## config.mk

```make
export PLATFORM = sky130hd
export DESIGN_NAME = scan_test_sequencer
export DESIGN_NICKNAME = d
export VERILOG_FILES = /design/src/rtl/scan_test_sequencer.sv
export SDC_FILE = /design/constraint.sdc
export NUM_CORES = 1
export LEC_CHECK = 0
export CORE_MARGIN = 5
export CORE_UTILIZATION = 46
export DETAILED_ROUTE_END_ITERATION = 8
export PLACE_DENSITY_LB_ADDON = 0.1
export RECOVER_POWER = 100
export SLEW_MARGIN = 20
export SYNTH_ARGS = -nofsm -noshare
export SYNTH_HDL_FRONTEND = slang
export SYNTH_SLANG_ARGS = --single-unit
```

## constraint.sdc

```tcl
create_clock -name clk -period 1.8 [get_ports clk]
set_input_delay 0.54 -clock clk [delete_from_list [all_inputs] [get_ports clk]]
set_output_delay 0.54 -clock clk [all_outputs]
set_load 0.02 [all_outputs]
```

## src/rtl/scan_test_sequencer.sv

```systemverilog
// scan_test_sequencer: one scan test = shift pattern in, capture, shift result out, compare to expect
module scan_test_sequencer #(
  parameter int CHAIN_LEN      = 8,
  parameter int CAPTURE_CYCLES = 1
) (
  input  logic                 clk,
  input  logic                 rst_n,
  input  logic                 start,
  input  logic                 abort,
  input  logic [CHAIN_LEN-1:0] pattern_in,
  input  logic [CHAIN_LEN-1:0] expect_in,
  output logic                 scan_enable,
  output logic                 scan_in,
  input  logic                 scan_out,
  output logic                 busy,
  output logic                 done,
  output logic                 pass,
  output logic [CHAIN_LEN-1:0] result_out
);
  localparam int MAXC = CHAIN_LEN > CAPTURE_CYCLES ? CHAIN_LEN : CAPTURE_CYCLES;
  localparam int CW = $clog2(MAXC + 1);
  localparam logic [CW-1:0] SHIFT_LAST = CW'(CHAIN_LEN - 1);
  localparam logic [CW-1:0] CAP_LAST = CW'(CAPTURE_CYCLES - 1);
  typedef enum logic [2:0] {IDLE, SHIFT_IN, CAPTURE, SHIFT_OUT, DONE} state_t;
  state_t state_q, state_d;
  logic [CW-1:0] cnt_q, cnt_d;
  logic [CHAIN_LEN-1:0] pat_q, pat_d, exp_q, exp_d, res_q, res_d, res_out_q, res_out_d;
  logic pass_q, pass_d;
  logic last, accept;
  assign last = cnt_q == '0;
  assign accept = state_q == IDLE && start && !abort;
  always_ff @(posedge clk or negedge rst_n) begin
    if (!rst_n) begin
      state_q   <= IDLE;
      cnt_q     <= '0;
      pat_q     <= '0;
      exp_q     <= '0;
      res_q     <= '0;
      res_out_q <= '0;
      pass_q    <= 1'b0;
    end else begin
      state_q   <= state_d;
      cnt_q     <= cnt_d;
      pat_q     <= pat_d;
      exp_q     <= exp_d;
      res_q     <= res_d;
      res_out_q <= res_out_d;
      pass_q    <= pass_d;
    end
  end
  always_comb begin
    state_d = state_q;
    if (abort && state_q != IDLE) state_d = IDLE;
    else
      case (state_q)
        IDLE:      state_d = accept ? SHIFT_IN : IDLE;
        SHIFT_IN:  state_d = last ? CAPTURE : SHIFT_IN;
        CAPTURE:   state_d = last ? SHIFT_OUT : CAPTURE;
        SHIFT_OUT: state_d = last ? DONE : SHIFT_OUT;
        default:   state_d = IDLE;
      endcase
  end
  always_comb begin
    cnt_d     = last ? '0 : cnt_q - CW'(1);
    pat_d     = pat_q;
    exp_d     = exp_q;
    res_d     = res_q;
    res_out_d = res_out_q;
    pass_d    = pass_q;
    if (accept) begin
      pat_d     = pattern_in;
      exp_d     = expect_in;
      res_d     = '0;
      res_out_d = '0;
      pass_d    = 1'b0;
      cnt_d     = SHIFT_LAST;
    end
    if (state_q == SHIFT_IN) begin
      pat_d = pat_q >> 1;
      if (last) cnt_d = CAP_LAST;
    end
    if (state_q == CAPTURE && last) cnt_d = SHIFT_LAST;
    if (state_q == SHIFT_OUT) begin
      res_d = {scan_out, res_q[CHAIN_LEN-1:1]};
      if (last && !abort) begin
        res_out_d = res_d;
        pass_d    = res_d == exp_q;
      end
    end
  end
  always_comb begin
    scan_enable = state_q == SHIFT_IN || state_q == SHIFT_OUT;
    scan_in     = state_q == SHIFT_IN && pat_q[0];
    busy        = state_q != IDLE;
    done        = state_q == DONE;
    pass        = pass_q;
    result_out  = res_out_q;
  end
endmodule

```

==> Word level (Yosys, flattened, before mapping) <==
Cells that the tools add are included.
{ "word_totals": {"ff_bits": 40, "wordCells": 47} }
{ "classes": {"n_addsub": 1, "eq_ne": 5, "muxes": 21, "reduce_logical": 13} }
{ "op_table": {"columns": ["op", "n"], "rows": [
  ["$mux 8", 7],
  ["$mux 4", 5],
  ["$pmux 3 s4", 1],
  ["$eq 8x8->1", 1],
  ["$eq 3x2->1 const B", 2],
  ["$logic_and 1x1->1", 6],
  ["$mux 3", 2],
  ["$mux 1", 5],
  ["$logic_not 4->1", 1],
  ["$reduce_bool 2->1", 2],
  ["$sub 4x1->4 const B", 1],
  ["$eq 3x1->1 const B", 1],
  ["$eq 3x3->1 const B", 1],
  ["$logic_not 3->1", 1],
  ["$reduce_bool 3->1", 1],
  ["$mux 2", 1],
  ["$logic_not 1->1", 1],
  ["$logic_or 1x1->1", 1]
]} }

==> Depth between registers and ports, before layout <==
Gate-level depths: netlist of the first run.
{ "depth": {"depth_word": 7, "depth_mapped": 7, "mapped_depth_nobuf": 4} }

==> Worst setup path before layout of the first run <==
No wires, ideal clock.
{ "synth_timing": {"path_type": "register to output", "start": "reg state_q[0]", "end": "out scan_in", "arrival_time_ps": 1578, "setup_slack_ps": -318, "stages_incl_launch_ff": 7, "path_buffers": 3, "cell_sequence": "dfrtp_1 > buf_4 > nor2b_1 > nand2b_1 > clkbuf_1 > clkbuf_1 > nor2_1"} }
{ "synth_between": {"elab_chain_cells": 2} }
{ "synth_rtl": {"columns": ["item", "line", "source"], "rows": [
  ["from (decl)", "25", "state_t state_q, state_d;"],
  ["from (signal assigned)", "42", "state_q <= state_d;"],
  ["$eq 3x1->1", "93", "scan_in = state_q == SHIFT_IN && pat_q[0];"],
  ["$logic_and 1x1->1", "93", null],
  ["to (decl)", "13", "output logic scan_in,"]
]} }
No other way between the ends.

==> Worst setup path after layout of the first run <==
{ "layout_timing": {"start": "reg state_q[0]", "end": "out busy"} }
{ "layout_between": {"elab_chain_cells": 1} }
{ "layout_rtl": {"columns": ["item", "line", "source"], "rows": [
  ["$reduce_bool 3->1", "94", "busy = state_q != IDLE;"],
  ["to (decl)", "15", "output logic busy,"]
]} }
No other way between the ends.

==> results of run 1 <==
==> synthesized netlist by cell type (all sizes together), types with 2 or more instances <==
master,count,area (sq um)
buf,6,45.0
nor2,12,45.0
a31oi,7,43.8
nand2,73,274
clkbuf,5,18.8
nor4,3,18.8
o21ai,20,100
xor2,9,78.8
nand3,4,20.0
nor3,4,31.3
nor3b,3,22.5
and2,2,12.5
dfrtp,39,976
==> cell type report <==
cell class / count / area [sq um] / share of cell area, %
tap: 48 / 60.1 / 2.66
clock buffer: 6 / 82.6 / 3.65
multi-input combinational: 145 / 719 / 31.8
timing repair buffer: 48 / 383 / 16.9
clock inverter: 2 / 35.0 / 1.55
inverter: 1 / 3.75 / 0.166
sequential: 39 / 976 / 43.2
==> cell families after synthesis <==
| kind of cell | count (synthesis) |
|---|---|
| AOI/OAI and AO/OA | 30 |
| xor gates and xnor gates | 9 |
| buffers and inverters | 12 |
| DFF | 39 |
| and+or+nand+nor | 106 |
==> flip-flops by register name, summed over array words and instances, names as in the netlist <==
| register | cells |
|---|---|
| pat_q | 8 |
| pass | 1 |
| exp_q | 8 |
| state_q | 3 |
| result_out | 8 |
| res_q | 7 |
| cnt_q | 4 |
==> critical path: stages (launching register included) <==
cell and delay (ns):
dfrtp_1 0.42, or3_4 0.40, buf_6 0.14
==> cell usage in the layout (no fill, tap or decap), types with 2 or more instances in the layout <==
master,n
a31oi_1,7
buf_4,11
buf_6,2
clkbuf_1,9
clkbuf_2,5
clkbuf_8,6
clkdlybuf4s50_1,19
dfrtp_1,39
nand2_1,73
nand3_1,4
nor2_1,11
nor3_1,3
nor3b_1,3
nor4_1,3
o21ai_0,20
xor2_1,9
==> timing repair <==
| item | CTS | global route |
|---|---|---|
| setup buffers | 0 | 0 |
| gates resized for setup | 12 | 17 |
| setup endpoints to repair | 5 | 12 |
| pin swaps | 0 | 1 |
==> routing by layer <==
layer | track usage [%] | part of all wire [%] | vias to the layer above
met5 | 0 | 0 | -
met4 | 5.64 | 0.87 | 0
met3 | 3.65 | 4.7 | 4
met2 | 27.6 | 51 | 35
met1 | 18.8 | 44 | 700
li1 | - | - | 727
==> worst paths after layout <==
kind                                 start  slack [ns]  cells after the start             to
worst max-delay path            state_q[0]        0.03                      2           busy
worst max register to register    cnt_q[0]        0.17                      5           pass
worst min-delay path                 rst_n        0.48                      1  result_out[4]
max in group asynchronous            rst_n        0.47                      2       exp_q[0]
worst min register to register    exp_q[1]        0.50                      2       exp_q[1]
min in group clk                  exp_q[1]        0.50                      2       exp_q[1]
==> stage by stage <==
step	setup TNS (ns)	setup slack [ns]	cells
CTS	0	0.00270	289
finish	0	0.0304	289
detailed placement	-1.41	-0.109	281
floorplan	0	0.0142	196
global placement	-0.648	-0.0458	281
global route	-0.0324	-0.0162	289
==> power by group through the flow <==
stage	sequential, mW	combinational (mW)	clock (mW)
after CTS	1.23	0.657	0.749
after global placement	1.23	0.635	0
after global routing	1.25	0.762	0.779
final	1.22	0.666	0.726
after detailed placement	1.24	0.671	0
after floorplan	1.20	0.463	0
==> results.py, run 1 <==
metrics = {
    "detailed_routing": {
        "drc": 0,
        "vias": 1466,
        "post_drt_wl_per_cell_um": 12.7,
        "wirelength_mm": 3.67,
        "via_per_inst": 5.07,
        "drtIter0Drc": 105,
        "final_antenna_net_count": 0,
        "drtPass1Iterations": 4,
    },
    "synth": {
        "synthAdderAreaFrac_pct": 0,
        "synth_top_family_by_area": "simple AND/OR/NAND/NOR gates",
        "seq_area_frac_synth_pct": 55.8,
        "synth_mux_area_share_pct": 0,
        "synth-simple-area-share_pct": 26.4,
        "postSynth.asyncResetShare_pct": 100,
        "synth_seq_cells": 39,
        "synth-compound-area-share_pct": 9.38,
        "synth_edf_count": 0,
        "synth.distinct_cells": 25,
        "synth_cells": 196,
        "syn_area_per_cell_sq_um": 8.92,
        "synthFlopType": "dfrtp_1",
        "synth_fp_nets": 217,
        "syn_area_sq_mm": 0.00175,
        "yosysWarnings": 0,
        "synth_xor_area_share_pct": 4.51,
    },
    "power": {
        "pwr-share-clk_pct": 27.7,
        "power_density_mw_per_mm2": 1160,
        "combPwrFrac_pct": 25.5,
        "power_frac_seq_pct": 46.8,
        "power_mw": 2.62,
        "power_leakage_nw": 1.07,
        "switching_share_pct": 29.8,
        "power.switching_mw": 0.780,
        "internal_power_mw": 1.84,
        "peakVddDrop_mv": 0.781,
    },
    "sta": {
        "fmax_mhz": 565,
        "finClkSkew_ns": 0.00435,
        "whs_ns": 0.475,
        "hold_viol": 0,
        "tightest_slew_ns": 1.17,
        "relSlewSlack_pct": 21.9,
        "fin_crit_sh_pct": 98.3,
        "finalCriticalPeriod_ns": 1.77,
        "rsz0062_at_grt": "yes",
        "slew_viol_final": 0,
        "setup_viol": 0,
    },
    "floorplan": {
        "die_h_um": 71.6,
        "placementRows": 22,
        "pin_count": 34,
        "initial_core_util_pct": 47.7,
        "die_x_um": 71.6,
        "core_area_sq_mm": 0.00366,
        "dieArea_sq_mm": 0.00513,
    },
    "worst_setup_path": {
        "worstPathMaxFanout": 4,
        "critPathKind": "reg -> out",
        "critPathRequiredTime_ns": 1.26,
        "worstPathArrival_ns": 1.23,
        "startpoint_type": "flip-flop",
        "worst_setup_path_end_kind": "output pin",
    },
    "clock_tree": {
        "numCtsBuffers": 5,
        "cts.hold.buffers_added": 0,
        "htree_levels": 2,
        "cts_tree": "built",
        "clock_path_buffers": 2,
        "insertion_delay_ns": 0.28,
        "clock_sinks": 39,
        "cts_root_buf": "clkbuf_8",
        "clk_pin_slew_worst_paths_ns": 0.07,
    },
    "global_routing": {
        "overflow": 0,
        "antenna_found_initial": 0,
        "grt_pass1_vias": 1528,
        "grt_max_degree": 24,
        "gr-usage-all-layers_pct": 15.7,
        "grt_pass1_wl_mm": 6.52,
    },
    "cells_and_area": {
        "drive_above_1_share_pct": 13.3,
        "fillers": 323,
        "nNetsFinal": 261,
        "area_growth_pct": 29.3,
        "fin_area_sq_mm": 0.00226,
        "antennaDiodeCount": 0,
        "post-route-util_pct": 61.7,
    },
    "run_status": {
        "outcome": "finished clean",
    },
    "placed_design": {
        "dpl_cell_area_sq_mm": 0.00220,
        "post-dp-hpwl_mm": 2.77,
        "portBuffers": 33,
        "gp_congestion": 0.807,
    },
    "hold_path": {
        "holdCritPathClass": "in -> async",
    },
    "run": {
        "drv_cap": 0,
    },
}
(Power assumes the default switching activity.)
==> run 2: changes to the inputs <==
--- a/config.mk
+++ b/config.mk
@@ -14,3 +14,4 @@
 export SYNTH_ARGS = -nofsm -noshare
 export SYNTH_HDL_FRONTEND = slang
 export SYNTH_SLANG_ARGS = --single-unit
+export TNS_END_PERCENT = 10
==> run 2 against run 1 <==
Global-route usage unchanged. Setup slack improved by 0.011 ns. Die area unchanged. Non-clock buffer count unchanged. Clock skew about the same. Hold slack improved by 0.0010 ns. Critical endpoint unchanged.
==> results.py, run 2 (same netlist as run 1, synthesis figures left out) <==
metrics = {
    "run_status": {
        "outcome": "finished clean",
    },
    "clock_tree": {
        "clock_path_buffers": 2,
        "cts_root_buf": "clkbuf_8",
        "cts_setup_buffers": 0,
        "numCtsBuffers": 5,
        "htree_levels": 2,
        "insertion_delay_ns": 0.28,
        "clk_pin_slew_worst_paths_ns": 0.07,
        "clock_sinks": 39,
        "cts_tree": "built",
    },
    "placed_design": {
        "portBuffers": 33,
        "gp_congestion": 0.807,
        "dpl_cell_area_sq_mm": 0.00220,
        "post-dp-hpwl_mm": 2.77,
        "dp.cells": 281,
        "dp_slack_ns": -0.109,
    },
    "worst_setup_path": {
        "r2r-start": "cnt_q[0]",
        "worstPathArrival_ns": 1.22,
        "worstPathMaxFanout": 4,
        "critPathKind": "reg -> out",
        "critPathLaunch": "state_q[1]",
        "worst_setup_path_end_kind": "output pin",
        "startpoint_type": "flip-flop",
        "reg2regPathDepth": 5,
        "critPathRequiredTime_ns": 1.26,
    },
    "floorplan": {
        "pin_count": 34,
        "initial_core_util_pct": 47.7,
        "placementRows": 22,
        "core_area_sq_mm": 0.00366,
        "die_h_um": 71.6,
        "dieArea_sq_mm": 0.00513,
        "die_x_um": 71.6,
    },
    "detailed_routing": {
        "vias": 1464,
        "drc": 0,
        "drtPass1Iterations": 4,
        "via_per_inst": 5.07,
        "wl_met3_um": 151,
        "wirelength_mm": 3.65,
        "wl_met1_mm": 1.63,
        "drtIter0Drc": 90,
        "route.met2.wl_mm": 1.84,
        "post_drt_wl_per_cell_um": 12.6,
        "final_antenna_net_count": 0,
        "topRoutingLayerUsed": "met4",
    },
    "global_routing": {
        "grt_pass1_wl_mm": 6.52,
        "grt_max_degree": 24,
        "antenna_found_initial": 0,
        "grt_pass1_vias": 1528,
        "gr-usage-all-layers_pct": 15.7,
        "overflow": 0,
    },
    "run": {
        "drv_cap": 0,
    },
    "sta": {
        "slew_viol_final": 0,
        "relSlewSlack_pct": 21.9,
        "fin_crit_sh_pct": 97.7,
        "finClkSkew_ns": 0.00436,
        "finalSetupTns_ns": 0,
        "tightest_slew_ns": 1.17,
        "setup_viol": 0,
        "hold_viol": 0,
        "fmax_mhz": 569,
        "whs_ns": 0.476,
        "rsz0062_at_grt": "yes",
        "finalCriticalPeriod_ns": 1.76,
        "worst_slack_ns": 0.0413,
    },
    "cells_and_area": {
        "stdcell_count": 289,
        "post-route-util_pct": 61.3,
        "antennaDiodeCount": 0,
        "mostFrequentLayoutCells": "nand2_1, dfrtp_1, o21ai_0",
        "drive_above_1_share_pct": 12.9,
        "final_common_cell": "nand2_1",
        "nNetsFinal": 261,
        "fin_area_sq_mm": 0.00224,
        "area_growth_pct": 28.4,
    },
    "power": {
        "power_density_mw_per_mm2": 1150,
        "power_leakage_nw": 1.07,
        "power_mw": 2.59,
        "peakVddDrop_mv": 0.780,
    },
    "hold_path": {
        "holdCritPathClass": "in -> async",
    },
}
==> run 2: area by class of cell <==
cell class / count / area, sq um
fillers: 324 / 1420
flip-flops and latches: 39 / 976
multi-input cells: 145 / 714
repair buffers: 48 / 373
clock buffers: 6 / 82.6
well taps: 48 / 60.1
clock inverters: 2 / 35.0
inverters: 1 / 3.75
==> run 2: metal layers <==
metal	GRT usage (%)	vias up
met4	5.64	0
met1	18.8	703
li1	-	728
met2	27.6	29
met5	0	-
met3	3.65	4
==> run 2: timing repair <==
item,in CTS,in global routing
resized for setup,12,13
hold buffers,0,0
endpoints found under the setup margin,5,12
==> run 2: power by group <==
group / leakage, nW / internal [mW] / switching (mW) / total, mW
logic: 0.500 / 0.295 / 0.347 / 0.642
registers: 0.505 / 1.07 / 0.149 / 1.22
clock network: 0.0612 / 0.448 / 0.278 / 0.726
total: 1.07 / 1.82 / 0.774 / 2.59
==> run 2: final timing paths <==
check	endpoint	slack, ns
worst max register to register	pass	0.17
worst max-delay path	busy	0.04
worst min-delay path	exp_q[4]	0.48
min in group clk	exp_q[1]	0.50
worst min register to register	exp_q[1]	0.50
max in group asynchronous	exp_q[0]	0.47
==> run 2: critical path, cell delays in order (launching register included) <==
cell     delay, ns
dfrtp_1       0.40
or3_1         0.37
buf_2         0.17
==> run 3: changes to the inputs <==
--- a/config.mk
+++ b/config.mk
@@ -10,8 +10,8 @@
 export DETAILED_ROUTE_END_ITERATION = 8
 export PLACE_DENSITY_LB_ADDON = 0.1
 export RECOVER_POWER = 100
+export SKIP_CTS_REPAIR_TIMING = 1
 export SLEW_MARGIN = 20
 export SYNTH_ARGS = -nofsm -noshare
 export SYNTH_HDL_FRONTEND = slang
 export SYNTH_SLANG_ARGS = --single-unit
-export TNS_END_PERCENT = 10
==> run 3 against run 2 <==
First-iteration DRC count decreased by 4.4%. Count of clock-buffer cells in the layout unchanged. Cell count unchanged. Global-route usage increased by 0.059 points. Cell area about the same. Non-clock buffer count unchanged. Via count increased by 0.14%. Clock power about the same. Flip-flop and latch count unchanged. Fmax about the same. Hold slack about the same. Register-to-register slack about the same. Critical endpoint unchanged.
==> results.py, run 3 (same netlist as run 1, synthesis figures left out) <==
metrics = {
    "run_status": {
        "outcome": "finished clean",
    },
    "clock_tree": {
        "htree_levels": 2,
        "clock_sinks": 39,
        "insertion_delay_ns": 0.28,
        "cts_root_buf": "clkbuf_8",
        "cts_tree": "built",
        "clock_path_buffers": 2,
        "clk_pin_slew_worst_paths_ns": 0.07,
        "numCtsBuffers": 5,
    },
    "floorplan": {
        "core_area_sq_mm": 0.00366,
        "dieArea_sq_mm": 0.00513,
        "die_h_um": 71.6,
        "initial_core_util_pct": 47.7,
        "pin_count": 34,
        "die_x_um": 71.6,
        "placementRows": 22,
    },
    "placed_design": {
        "dp_slack_ns": -0.109,
        "post-dp-hpwl_mm": 2.77,
        "gp_congestion": 0.807,
        "dp.cells": 281,
        "portBuffers": 33,
        "dpl_cell_area_sq_mm": 0.00220,
    },
    "sta": {
        "tightest_slew_ns": 1.17,
        "slew_viol_final": 0,
        "fin_crit_sh_pct": 97.8,
        "finalSetupTns_ns": 0,
        "setup_viol": 0,
        "finalCriticalPeriod_ns": 1.76,
        "rsz0062_at_grt": "yes",
        "hold_viol": 0,
        "worst_slack_ns": 0.0401,
        "finClkSkew_ns": 0.00437,
        "whs_ns": 0.476,
        "fmax_mhz": 568,
        "relSlewSlack_pct": 21.9,
    },
    "run": {
        "drv_cap": 0,
    },
    "detailed_routing": {
        "vias": 1466,
        "final_antenna_net_count": 0,
        "via_per_inst": 5.07,
        "wirelength_mm": 3.66,
        "drtPass1Iterations": 4,
        "drc": 0,
        "drtIter0Drc": 86,
        "post_drt_wl_per_cell_um": 12.7,
    },
    "worst_setup_path": {
        "worstPathMaxFanout": 4,
        "critPathRequiredTime_ns": 1.26,
        "startpoint_type": "flip-flop",
        "worstPathArrival_ns": 1.22,
        "critPathKind": "reg -> out",
        "worst_setup_path_end_kind": "output pin",
    },
    "power": {
        "power_leakage_nw": 1.07,
        "peakVddDrop_mv": 0.780,
        "power_mw": 2.59,
        "power_density_mw_per_mm2": 1150,
    },
    "cells_and_area": {
        "nNetsFinal": 261,
        "fillers": 321,
        "mostFrequentLayoutCells": "nand2_1, dfrtp_1, o21ai_0",
        "fin_area_sq_mm": 0.00224,
        "drive_above_1_share_pct": 12.0,
        "antennaDiodeCount": 0,
        "post-route-util_pct": 61.3,
        "stdcell_count": 289,
        "final_common_cell": "nand2_1",
        "area_growth_pct": 28.3,
    },
    "global_routing": {
        "grt_pass1_wl_mm": 6.55,
        "overflow": 0,
        "gr-usage-all-layers_pct": 15.8,
        "grt_pass1_vias": 1536,
        "grt_max_degree": 24,
        "antenna_found_initial": 0,
    },
    "hold_path": {
        "holdCritPathClass": "in -> async",
    },
}
==> run 3: cell count changes in the layout (fill, tap and decap cells not counted), sizes merged <==
cell	delta
dlymetal6s2s	+1
dlygate4sd2	-1
==> run 3: metal layers <==
| metal | wire [um] | vias up | GRT usage, % |
|---|---|---|---|
| met4 | 32 | 0 | 5.64 |
| met3 | 157 | 4 | 3.65 |
| met2 | 1840 | 33 | 27.6 |
| li1 | - | 728 | - |
| met5 | 0 | - | 0 |
| met1 | 1630 | 701 | 19.0 |
==> run 3: final timing paths <==
kind	slack [ns]	depth (start not counted)	start	end
setup / recovery	0.04	2	state_q[1]	busy
hold / removal	0.48	1	rst_n	exp_q[4]
setup reg to reg	0.17	5	cnt_q[0]	pass
hold reg to reg	0.50	2	exp_q[1]	exp_q[1]
max in group asynchronous	0.47	2	rst_n	exp_q[0]
min in group clk	0.50	2	exp_q[1]	exp_q[1]
==> run 3: cell type report <==
| type | count | area, sq um | share of cell area [%] |
|---|---|---|---|
| Clock inverter | 2 | 35.0 | 1.56 |
| Timing Repair Buffer | 48 | 372 | 16.6 |
| Inverter | 1 | 3.75 | 0.167 |
| Sequential cell | 39 | 976 | 43.5 |
| Multi-Input combinational cell | 145 | 714 | 31.8 |
| Tap cell | 48 | 60.1 | 2.68 |
| Clock buffer | 6 | 82.6 | 3.68 |
==> run 3: power breakdown <==
group | internal (mW) | total (mW) | switching [mW]
clock | 0.448 | 0.726 | 0.278
combinational | 0.290 | 0.637 | 0.347
sequential | 1.07 | 1.22 | 0.149
total | 1.81 | 2.59 | 0.775
==> run 3: critical path, cell delays in order, from the launching register on <==
cell and delay (ns):
dfrtp_1 0.40, or3_1 0.37, buf_2 0.17
